[src/rtl/clock_gating_pkg.sv]
// Shared types and default constants for the multi-channel clock gate.
// The state enum is 2 bits wide so each channel FSM costs two flops.
package clock_gating_pkg;

  typedef enum logic [1:0] {
    ST_OFF  = 2'b00,
    ST_WAKE = 2'b01,
    ST_RUN  = 2'b10,
    ST_HOLD = 2'b11
  } cg_state_e;

  localparam int DEF_NUM_CH      = 4;
  localparam int DEF_IDLE_CNT_W  = 4;
  localparam int DEF_WAKE_CYCLES = 2;
  localparam int WAKE_CNT_W      = 4;

endpackage

[src/rtl/cg_latch_cell.sv]
// One gated-clock cell: negative-level latch on the enable followed by an AND.
// The enable only changes while the clock is low, so a high phase is never cut short.
module cg_latch_cell (
  input  logic i_clk,
  input  logic i_en,
  output logic o_gclk
);

  logic r_en_lat;

  // Enable latch, transparent during the low phase of the source clock
  always_latch begin
    if (!i_clk) begin
      r_en_lat <= i_en;
    end
  end

  assign o_gclk = i_clk & r_en_lat;

endmodule

[src/rtl/multi_channel_clock_gate.sv]
// Per-channel idle-based clock gating: each channel runs its own RUN/HOLD/OFF/WAKE FSM,
// and a latch+AND cell per channel produces the gated clock from the registered enable.
module multi_channel_clock_gate
  import clock_gating_pkg::*;
#(
  parameter int NUM_CH      = DEF_NUM_CH,
  parameter int IDLE_CNT_W  = DEF_IDLE_CNT_W,
  parameter int WAKE_CYCLES = DEF_WAKE_CYCLES
) (
  input  logic                  clk,
  input  logic                  rst_n,
  input  logic [NUM_CH-1:0]     clk_enable,
  input  logic [IDLE_CNT_W-1:0] idle_thresh,
  input  logic                  test_en,
  output logic [NUM_CH-1:0]     gated_clock,
  output logic [NUM_CH-1:0]     ch_ready
);

  localparam logic [IDLE_CNT_W-1:0] IDLE_ZERO = IDLE_CNT_W'(1'b0);
  localparam logic [IDLE_CNT_W-1:0] IDLE_ONE  = IDLE_CNT_W'(1'b1);
  localparam logic [WAKE_CNT_W-1:0] WAKE_ONE  = WAKE_CNT_W'(1'b1);
  localparam logic [WAKE_CNT_W-1:0] WAKE_LOAD = WAKE_CNT_W'(WAKE_CYCLES);

  cg_state_e               r_state    [NUM_CH];
  logic [IDLE_CNT_W-1:0]   r_idle_cnt [NUM_CH];
  logic [WAKE_CNT_W-1:0]   r_wake_cnt [NUM_CH];
  logic [NUM_CH-1:0]       r_gate_en;
  logic [NUM_CH-1:0]       r_ch_ready;
  logic [NUM_CH-1:0]       w_gate_d;

  // Channel FSMs with registered gate enable and ready flags
  always_ff @(posedge clk) begin
    if (!rst_n) begin
      for (int i = 0; i < NUM_CH; i++) begin
        r_state[i]    <= ST_OFF;
        r_idle_cnt[i] <= IDLE_ZERO;
        r_wake_cnt[i] <= WAKE_CNT_W'(1'b0);
      end
      r_gate_en  <= '0;
      r_ch_ready <= '0;
    end else begin
      for (int i = 0; i < NUM_CH; i++) begin
        case (r_state[i])
          ST_RUN: begin
            if (!clk_enable[i]) begin
              if (idle_thresh == IDLE_ZERO) begin
                r_state[i]    <= ST_OFF;
                r_gate_en[i]  <= 1'b0;
                r_ch_ready[i] <= 1'b0;
              end else begin
                r_state[i]    <= ST_HOLD;
                r_idle_cnt[i] <= idle_thresh;
                r_gate_en[i]  <= 1'b1;
                r_ch_ready[i] <= 1'b1;
              end
            end else begin
              r_state[i]    <= ST_RUN;
              r_gate_en[i]  <= 1'b1;
              r_ch_ready[i] <= 1'b1;
            end
          end
          ST_HOLD: begin
            // A returning request cancels the countdown without ever gating
            if (clk_enable[i]) begin
              r_state[i]    <= ST_RUN;
              r_gate_en[i]  <= 1'b1;
              r_ch_ready[i] <= 1'b1;
            end else if (r_idle_cnt[i] == IDLE_ONE) begin
              r_state[i]    <= ST_OFF;
              r_idle_cnt[i] <= IDLE_ZERO;
              r_gate_en[i]  <= 1'b0;
              r_ch_ready[i] <= 1'b0;
            end else begin
              r_state[i]    <= ST_HOLD;
              r_idle_cnt[i] <= r_idle_cnt[i] - IDLE_ONE;
              r_gate_en[i]  <= 1'b1;
              r_ch_ready[i] <= 1'b1;
            end
          end
          ST_OFF: begin
            if (clk_enable[i]) begin
              r_state[i]    <= ST_WAKE;
              r_wake_cnt[i] <= WAKE_LOAD;
              r_gate_en[i]  <= 1'b1;
              r_ch_ready[i] <= 1'b0;
            end else begin
              r_state[i]    <= ST_OFF;
              r_gate_en[i]  <= 1'b0;
              r_ch_ready[i] <= 1'b0;
            end
          end
          ST_WAKE: begin
            r_wake_cnt[i] <= r_wake_cnt[i] - WAKE_ONE;
            r_gate_en[i]  <= 1'b1;
            if (r_wake_cnt[i] == WAKE_ONE) begin
              r_state[i]    <= ST_RUN;
              r_ch_ready[i] <= 1'b1;
            end else begin
              r_state[i]    <= ST_WAKE;
              r_ch_ready[i] <= 1'b0;
            end
          end
          default: begin
            r_state[i]    <= ST_OFF;
            r_idle_cnt[i] <= IDLE_ZERO;
            r_wake_cnt[i] <= WAKE_CNT_W'(1'b0);
            r_gate_en[i]  <= 1'b0;
            r_ch_ready[i] <= 1'b0;
          end
        endcase
      end
    end
  end

  assign w_gate_d = r_gate_en | {NUM_CH{test_en}};
  assign ch_ready = r_ch_ready;

  for (genvar g = 0; g < NUM_CH; g++) begin : g_cell
    cg_latch_cell u_cell (
      .i_clk  (clk),
      .i_en   (w_gate_d[g]),
      .o_gclk (gated_clock[g])
    );
  end

endmodule

[config.mk]
export PLATFORM = sky130hd
export DESIGN_NAME = multi_channel_clock_gate
export DESIGN_NICKNAME = d
export VERILOG_FILES = /design/src/rtl/clock_gating_pkg.sv /design/src/rtl/cg_latch_cell.sv /design/src/rtl/multi_channel_clock_gate.sv
export SDC_FILE = /design/constraint.sdc
export NUM_CORES = 1
export LEC_CHECK = 0
export BUFFER_PORTS_ARGS = -buffer_cell sky130_fd_sc_hd__buf_2
export CAP_MARGIN = 20
export CORE_ASPECT_RATIO = 0.75
export CORE_MARGIN = 2
export CORE_UTILIZATION = 40
export CTS_CLUSTER_DIAMETER = 120
export DETAILED_ROUTE_END_ITERATION = 10
export HOLD_SLACK_MARGIN = 0.02
export PLACE_DENSITY = 0.56
export SYNTH_ARGS = -nofsm -noshare
export SYNTH_HDL_FRONTEND = slang
export SYNTH_SLANG_ARGS = --single-unit
[constraint.sdc]
create_clock -name clk -period 3.4 [get_ports clk]
set_input_delay 0.68 -clock clk [delete_from_list [all_inputs] [get_ports clk]]
set_output_delay 0.68 -clock clk [all_outputs]
set_load 0.1 [all_outputs]
==> flow_summary.yaml, run 1 <==
outcome:
  status: "complete, but fails checks"
  violations: "negative setup slack"
critical_path:
  cp-end-kind: "primary output"
  cpMaxStageDelayCell: "dlxtn_2"
  path_cells: "and2_4, buf_12"
  rrSetupSlack_ps: 1150
  worstReg2RegStart: "r_gate_en[1]$_SDFF_PN0_"
  critical_path_peak_fanout: 1
  worst-setup-path-type: "latch to primary output"
  arrival_ps: 2850
  max_stage_delay_ps: 410
  cp_num_buf_inv: 1
  rr_endpoint: "g_cell[1].u_cell.r_en_lat$_DLATCH_N_"
  crit_required_ps: 2720
  path_delay_family: "latches"
  worstSetupStartpoint: "g_cell[0].u_cell.r_en_lat$_DLATCH_N_"
  r2r_cells: 1
  cp-start-kind: "latch"
drt:
  routed_wirelength_um: 5344
  drt_drc_violations_left: 0
  drtIter0Drc: 59
  dr.pass1.iters: 4
  routedWlPerCell_um: 13.74
  via_per_inst: 5.067
  ant_nets: 0
  vias: 1971
timing:
  slew_headroom: 0.5764
  slew_violations: 0
  report.final.hold_viol_count: 0
  setup_viol_count_final: 8
  setup_ws_ps: -134.3
  rsz0062_at_grt: "true"
  worst_clock_skew_ps: 5.943
  worst_slew_pin_slew_ps: 628.8
cells_and_area:
  layout-drive-gt1-share: 0.1574
  fin_util: 0.4705
  fin_cells: 389
  syn2layout_area_growth_pct: 13.37
  final_nets: 330
  n_antenna_cell: 0
  fin_area_um2: 3214
global_route:
  grt_max_degree: 24
  grt_usage: 0.1531
  antenna_found_initial: 0
  grt_pass1_vias: 1960
  grt_pass1_wl_um: 9239
  grt-ovfl-total: 0
clock_network:
  cts_tree: "done"
  clkLatencyLatePin_ps: 420
  cts_setup_buffers: 0
  clk_pin_slew_worst_paths_ps: 100
floorplanning:
  die-area_um2: 7784
  ios: 19
  num_rows: 26
  core_area_um2: 6832
  initial_core_util: 0.4150
  die_h_um: 76.91
  die_x_um: 101.2
place:
  port_buffers: 18
  dp.cells: 376
  placed_cell_area_um2: 2993
  gp_congestion: 0.7599
  dpl.hpwl_um: 3761
power:
  irDropWorstVdd_uv: 303.7
  power_frac_comb: 0.103
  p_sw_uw: 739.4
  p_sw_frac: 0.3722
  intPower_mw: 1.247
  pwr-share-clk: 0.508
  leakage_nw: 1.283
  p_seq_frac: 0.389
  power_mw: 1.986
  p_per_area_nw_per_um2: 618.0
synthesis:
  synth_cell_type_count: 36
  syn_avg_cell_area_um2: 10.20
  synth_area_um2: 2835
  ys.warnings.count: 0
  synth_seq_cells: 52
  synthCells: 278
worst_hold_path:
  hp-start: "r_gate_en[3]$_SDFF_PN0_"
  hold_depth: 1
  hp-class: "flip-flop to latch"
  min_to: "g_cell[3].u_cell.r_en_lat$_DLATCH_N_"
run:
  maxCapViolations: 0
[cells in the final DEF, fill, tap and decap left out, types with 3 or more instances in the layout]
cell type  count
inv_1         21
a211oi_1       6
nor2_1        30
dlxtn_1        3
conb_1         8
o21ai_0       15
nor2b_1        7
edfxtp_1      40
buf_12         4
dfxtp_1        8
nor3_1         9
buf_2         14
ha_1          16
nand3_1        7
clkbuf_8       9
xor2_1         3
o22ai_1        3
or3b_2         4
nand2b_1       8
o21bai_1       3
nor4bb_1       4
nand3b_1       8
mux2i_1        6
nand2_1       17
or2_2          4
a21oi_1       20
xnor2_1        8
and2_4         4
[layer usage]
| layer | global-route usage | vias up | share of wire |
|---|---|---|---|
| li1 | - | 1021 | - |
| met1 | 0.2234 | 906 | 0.53 |
| met2 | 0.2000 | 35 | 0.41 |
| met3 | 0.05287 | 9 | 0.036 |
| met4 | 0.07162 | 0 | 0.018 |
| met5 | 0 | - | 0 |
[stage by stage]
step	setup WS [ps]	TNS [ps]	hold WS (ps)
detailed placement	137.7	0	516.9
finish	-134.3	-469.8	529.5
CTS	-146.6	-512.3	531.1
floorplan	271.3	0	512.0
global route	-166.8	-596.9	543.4
global placement	140.9	0	516.7
[layout make-up]
type / instances / area, µm²
multi-input cells: 201 / 1308
repair buffers: 14 / 70.07
clock inverters: 3 / 22.52
flip-flops and latches: 52 / 1423
fillers: 662 / 3617
clock buffers: 14 / 207.7
well taps: 84 / 105.1
inverters: 21 / 78.83
[registers in the layout, indices dropped and copies added (netlist names)]
register	cells
r_gate_en	4
r_wake_cnt	16
ch_ready	4
g_cell.u_cell.r_en_lat	4
r_state	8
r_idle_cnt	16
[cells in the mapped netlist]
| master | n | area share |
|---|---|---|
| nand3b_1 | 8 | 0.021 |
| xnor2_1 | 8 | 0.025 |
| dfxtp_1 | 8 | 0.056 |
| o21bai_1 | 3 | 0.0079 |
| a31oi_1 | 2 | 0.0044 |
| nor3_1 | 9 | 0.016 |
| buf_6 | 1 | 0.0040 |
| a211oi_2 | 2 | 0.0088 |
| nor4bb_1 | 4 | 0.014 |
| a21oi_1 | 20 | 0.035 |
| nand2_1 | 17 | 0.023 |
| o21ai_2 | 1 | 0.0031 |
| or4_4 | 1 | 0.0040 |
| nor2_1 | 30 | 0.040 |
| nand2b_1 | 8 | 0.018 |
| inv_1 | 21 | 0.028 |
| nand3_1 | 7 | 0.012 |
| dlxtn_1 | 4 | 0.021 |
| a211oi_1 | 6 | 0.016 |
| nor2b_1 | 7 | 0.015 |
| xor2_1 | 3 | 0.0093 |
| buf_4 | 4 | 0.011 |
| mux2i_1 | 6 | 0.021 |
| a311oi_1 | 1 | 0.0031 |
| ha_1 | 16 | 0.071 |
| o21ai_0 | 15 | 0.026 |
| or4bb_1 | 2 | 0.0079 |
| or2_2 | 4 | 0.0088 |
| clkbuf_1 | 6 | 0.0079 |
| o22ai_1 | 3 | 0.0066 |
| o32ai_2 | 1 | 0.0057 |
| and2_1 | 4 | 0.0088 |
| conb_1 | 1 | 0.0013 |
| o32ai_1 | 1 | 0.0031 |
| edfxtp_1 | 40 | 0.42 |
| or3b_2 | 4 | 0.012 |
[power by group through the flow]
stage	clock network, mW	registers [mW]	logic (mW)
2_1_floorplan	0.349	0.790	0.149
3_3_place_gp	0.325	0.786	0.202
3_5_place_dp	0.325	0.788	0.205
4_1_cts	1.03	0.773	0.206
5_1_grt	1.06	0.782	0.234
6_report	1.01	0.773	0.205
[logic make-up (layout without fill, tap and decap cells)]
family | after synthesis | in the layout | synth area share
AND/OR/NAND/NOR | 105 | 105 | 0.2008
AO/OA/AOI/OAI | 55 | 55 | 0.1205
flip-flops | 48 | 48 | 0.4801
buffers and inverters | 32 | 52 | 0.05031
adder cells (fa/ha/maj) | 16 | 16 | 0.07061
XOR/XNOR | 11 | 11 | 0.03398
multiplexers | 6 | 6 | 0.02118
latches | 4 | 4 | 0.02118
other | 1 | 8 | 0.001323
[worst max-delay path by stage]
stage	endpoint	slack [ps]	cells past startpoint
CTS	gated_clock[0]	-150	2
finish	gated_clock[0]	-130	2
floorplan	gated_clock[1]	270	2
detailed placement	gated_clock[0]	140	2
global placement	gated_clock[2]	140	2
global route	gated_clock[0]	-170	2
[repair_timing]
item                                    in CTS  in global routing
pin swaps                                    3                  2
hold buffers                                 0                  0
gates resized for setup                     20                  1
endpoints found under the setup margin       8                  8
Note: power is estimated with default switching activity, not from simulation.
==> inputs of run 2 (changes only) <==
--- a/config.mk
+++ b/config.mk
@@ -8,11 +8,10 @@
 export BUFFER_PORTS_ARGS = -buffer_cell sky130_fd_sc_hd__buf_2
 export CAP_MARGIN = 20
 export CORE_ASPECT_RATIO = 0.75
-export CORE_MARGIN = 2
 export CORE_UTILIZATION = 40
 export CTS_CLUSTER_DIAMETER = 120
 export DETAILED_ROUTE_END_ITERATION = 10
-export HOLD_SLACK_MARGIN = 0.02
+export HOLD_SLACK_MARGIN = 0.1
 export PLACE_DENSITY = 0.56
 export SYNTH_ARGS = -nofsm -noshare
 export SYNTH_HDL_FRONTEND = slang
==> constraint.sdc (replaced) <==
create_clock -name clk -period 4.2 [get_ports clk]
set_input_delay 0.84 -clock clk [delete_from_list [all_inputs] [get_ports clk]]
set_output_delay 0.84 -clock clk [all_outputs]
set_load 0.1 [all_outputs]
==> flow_summary.yaml, run 2 (synthesis gave the netlist of run 1 again) <==
critical_path:
  arrival_ps: 3320
  cp_num_buf_inv: 1
  worst-setup-path-type: "latch to primary output"
  path_cells: "and2_1, buf_6"
  cpMaxStageDelayCell: "dlxtn_2"
  cp-start-kind: "latch"
  cp-end-kind: "primary output"
  crit_required_ps: 3360
  r2r_cells: 1
  path_depth: 2
  critical_path_peak_fanout: 1
  path_delay_family: "latches"
  max_stage_delay_ps: 400
cells_and_area:
  fill_cells: 657
  fin_util: 0.4636
  final_common_cell: "edfxtp_1"
  final_nets: 330
  layout-drive-gt1-share: 0.1410
  n_antenna_cell: 0
  top_regs: "r_idle_cnt: 16 flops, r_wake_cnt: 16 flops, r_state: 8 flops"
  syn2layout_area_growth_pct: 11.69
  layout_common_cells: "40 x edfxtp_1, 30 x nor2_1, 21 x inv_1"
global_route:
  antenna_found_initial: 0
  grt_max_degree: 24
  grt_pass1_wl_um: 8763
  grt_usage: 0.1559
  grt_pass1_vias: 1815
  grt-ovfl-total: 0
floorplanning:
  die_x_um: 99.22
  ios: 19
  die_h_um: 74.91
  initial_core_util: 0.4150
  die-area_um2: 7432
  core_area_um2: 6832
  num_rows: 26
drt:
  ant_nets: 0
  vias: 1989
  drt_drc_violations_left: 0
  routed_wirelength_um: 5290
  via_per_inst: 5.113
  dr.pass1.iters: 4
  routedWlPerCell_um: 13.60
  drtIter0Drc: 55
clock_network:
  clk_pin_slew_worst_paths_ps: 100
  cts_tree: "done"
  clkLatencyLatePin_ps: 400
worst_hold_path:
  hold_depth: 1
  hp-class: "flip-flop to latch"
timing:
  slew_violations: 0
  worst_clock_skew_ps: 9.797
  setup_tns_ps: 0
  worst_slew_pin_slew_ps: 654.2
  slew_headroom: 0.5592
  report.final.hold_viol_count: 0
  rsz0062_at_grt: "false"
  setup_viol_count_final: 0
  setup_ws_ps: 43.31
place:
  dp_slack_ps: 367.3
  gp_congestion: 0.7528
  port_buffers: 18
  dpl.hpwl_um: 3816
power:
  irDropWorstVdd_uv: 235.1
  p_per_area_nw_per_um2: 476.5
  leakage_nw: 1.256
run:
  maxCapViolations: 0
outcome:
  status: "finished, final reports clean"
## run 2: cell types whose count changed in the layout (fill, tap and decap cells not counted), sizes merged
| cell | before | now |
|---|---|---|
| clkinv | 2 | 1 |
| clkinvlp | 0 | 1 |
| inv | 22 | 21 |
| clkbuf | 10 | 11 |
## run 2: metrics by stage
stage	area, µm²	hold WS, ps	std cells	power (mW)
3_3_place_gp	2993	515.9	376	1.064
3_5_place_dp	2993	515.6	376	1.067
6_report	3167	522.7	389	1.509
4_1_cts	3158	516.2	389	1.519
2_1_floorplan	2861	512.0	285	1.043
5_1_grt	3167	535.7	389	1.585
## run 2: power breakdown
part / switching [mW] / internal, mW
sequential: 0.0378 / 0.587
clock: 0.443 / 0.274
combinational: 0.0988 / 0.0679
total: 0.580 / 0.929
## run 2: area by class of cell
cell class | count | area (µm²) | share of cell area
clock buffers | 15 | 176.4 | 0.05571
clock inverters | 2 | 16.27 | 0.005136
inverters | 21 | 78.83 | 0.02489
multi-input cells | 201 | 1297 | 0.4097
flip-flops and latches | 52 | 1423 | 0.4492
well taps | 84 | 105.1 | 0.03319
repair buffers | 14 | 70.07 | 0.02213
## run 2: what timing repair did
action / CTS / global route
hold buffers: 0 / 0
endpoints found under the hold margin: 0 / 0
gates resized for setup: 6 / 3
setup endpoints to repair: 8 / 6
buffers inserted: 0 / 0
## run 2: worst paths after layout
| kind | start | slack [ps] | end |
|---|---|---|---|
| max reg2reg | r_gate_en[1]$_SDFF_PN0_ | 1560 | g_cell[1].u_cell.r_en_lat$_DLATCH_N_ |
| max | g_cell[1].u_cell.r_en_lat$_DLATCH_N_ | 40 | gated_clock[1] |
| min reg2reg | r_gate_en[3]$_SDFF_PN0_ | 520 | g_cell[3].u_cell.r_en_lat$_DLATCH_N_ |
| min | r_gate_en[3]$_SDFF_PN0_ | 520 | g_cell[3].u_cell.r_en_lat$_DLATCH_N_ |
## run 2: routing by layer
metal	wire length, µm	vias to the layer above	global-route usage
met5	0	-	0
met4	109	0	0.07680
met3	267	9	0.05385
met2	2122	36	0.2122
met1	2790	920	0.2203
li1	-	1024	-
==> inputs of run 3 (changes only) <==
--- a/config.mk
+++ b/config.mk
@@ -7,8 +7,8 @@
 export LEC_CHECK = 0
 export BUFFER_PORTS_ARGS = -buffer_cell sky130_fd_sc_hd__buf_2
 export CAP_MARGIN = 20
-export CORE_ASPECT_RATIO = 0.75
 export CORE_UTILIZATION = 40
+export CTS_BUF_LIST = sky130_fd_sc_hd__clkbuf_2
 export CTS_CLUSTER_DIAMETER = 120
 export DETAILED_ROUTE_END_ITERATION = 10
 export HOLD_SLACK_MARGIN = 0.1
==> constraint.sdc (replaced) <==
create_clock -name clk -period 4.2 [get_ports clk]
set_input_delay 0.21 -clock clk [delete_from_list [all_inputs] [get_ports clk]]
set_output_delay 0.21 -clock clk [all_outputs]
set_load 0.1 [all_outputs]
==> flow_summary.yaml, run 3 (synthesis gave the netlist of run 1 again) <==
critical_path:
  path_cells: "and2_1, buf_2"
  max_stage_delay_ps: 440
  arrival_ps: 3540
  critical_path_peak_fanout: 1
  cpMaxStageDelayCell: "dlxtn_1"
  crit_required_ps: 3990
  worst-setup-path-type: "latch to primary output"
  cp-start-kind: "latch"
  cp-end-kind: "primary output"
global_route:
  antenna_found_initial: 0
  grt_max_degree: 24
  grt_usage: 0.1562
  grt-ovfl-total: 0
  grt_pass1_vias: 1879
  grt_pass1_wl_um: 8666
power:
  power_mw: 1.338
  p_per_area_nw_per_um2: 420.2
  irDropWorstVdd_uv: 153.7
  leakage_nw: 1.271
drt:
  drt_drc_violations_left: 0
  via_per_inst: 4.822
  drtIter0Drc: 112
  vias: 1982
  routedWlPerCell_um: 12.69
  ant_nets: 0
  dr.pass1.iters: 5
  routed_wirelength_um: 5215
clock_network:
  cts_resized: 0
  cts_tree: "done"
  cts_setup_buffers: 0
  clk_pin_slew_worst_paths_ps: 290
  clkLatencyLatePin_ps: 530
floorplanning:
  die-area_um2: 7429
  ios: 19
  die_h_um: 86.19
  num_rows: 30
  core_area_um2: 6832
  initial_core_util: 0.4150
  die_x_um: 86.19
run:
  maxCapViolations: 0
timing:
  setup_tns_ps: 0
  slew_headroom: 0.6042
  slew_violations: 0
  setup_viol_count_final: 0
  setup_ws_ps: 451.1
  worst_clock_skew_ps: 15.56
  worst_slew_pin_slew_ps: 587.5
  rsz0062_at_grt: "false"
  report.final.hold_viol_count: 0
cells_and_area:
  n_antenna_cell: 0
  layout-drive-gt1-share: 0.1397
  syn2layout_area_growth_pct: 12.27
  final_nets: 340
  top_regs: "r_idle_cnt: 16 flops, r_wake_cnt: 16 flops, r_state: 8 flops"
  final_common_cell: "edfxtp_1"
  layout_common_cells: "40 x edfxtp_1, 30 x nor2_1, 21 x inv_1"
place:
  dpl.hpwl_um: 3677
  dp_slack_ps: 1008
  port_buffers: 18
  gp_congestion: 0.7484
worst_hold_path:
  hp-class: "primary input to flip-flop"
outcome:
  status: "finished, final reports clean"
==> run 3: stage by stage <==
step	utilization	std cells	instance area [µm²]	hold slack, ps
after floorplan	-	285	2861	336.0
after global placement	0.4403	388	3008	514.1
final	0.4659	411	3183	506.0
after global routing	0.4659	411	3183	462.1
after CTS	0.4659	411	3183	469.9
after detailed placement	0.4403	388	3008	519.4
==> run 3: area by class of cell <==
| type | count | area, µm² |
|---|---|---|
| Fill cell | 688 | 3649 |
| Tap cell | 96 | 120.1 |
| Sequential cell | 52 | 1421 |
| Multi-Input combinational cell | 201 | 1297 |
| Inverter | 21 | 78.83 |
| Clock buffer | 14 | 70.07 |
| Timing Repair Buffer | 24 | 170.2 |
| Clock inverter | 3 | 25.02 |
==> run 3: report_power, final <==
part,leakage [nW],switching [mW],internal [mW],total (mW)
Sequential,0.525,0.0373,0.588,0.625
Clock,0.0786,0.430,0.110,0.540
Combinational,0.667,0.0992,0.0738,0.173
==> run 3: path summary, 6_finish.rpt <==
check                                                           from                                    to  slack, ps  depth (start not counted)
worst max-delay path            g_cell[3].u_cell.r_en_lat$_DLATCH_N_                        gated_clock[3]        450                          2
worst max register to register               r_gate_en[3]$_SDFF_PN0_  g_cell[3].u_cell.r_en_lat$_DLATCH_N_       1410                          1
worst min-delay path                                   clk_enable[1]                ch_ready[1]$_SDFF_PN0_        510                          4
worst min register to register               r_gate_en[2]$_SDFF_PN0_  g_cell[2].u_cell.r_en_lat$_DLATCH_N_        540                          1
==> run 3: layer usage <==
layer  global-route usage  share of wire
met5                    0              0
met3              0.05048          0.034
met4              0.08030          0.013
met2               0.2352           0.45
met1               0.2015           0.51
==> run 3: repair_timing <==
item,4_1_cts,5_1_grt
endpoints found under the hold margin,32,0
hold buffers,10,0
setup endpoints to repair,0,0
==> run 3: worst max-delay path, delay by kind of cell (launching register included) <==
kind | cells | cell delay [ps]
AND/OR/NAND/NOR | 1 | 110
latches | 1 | 440
buffers and inverters | 1 | 410
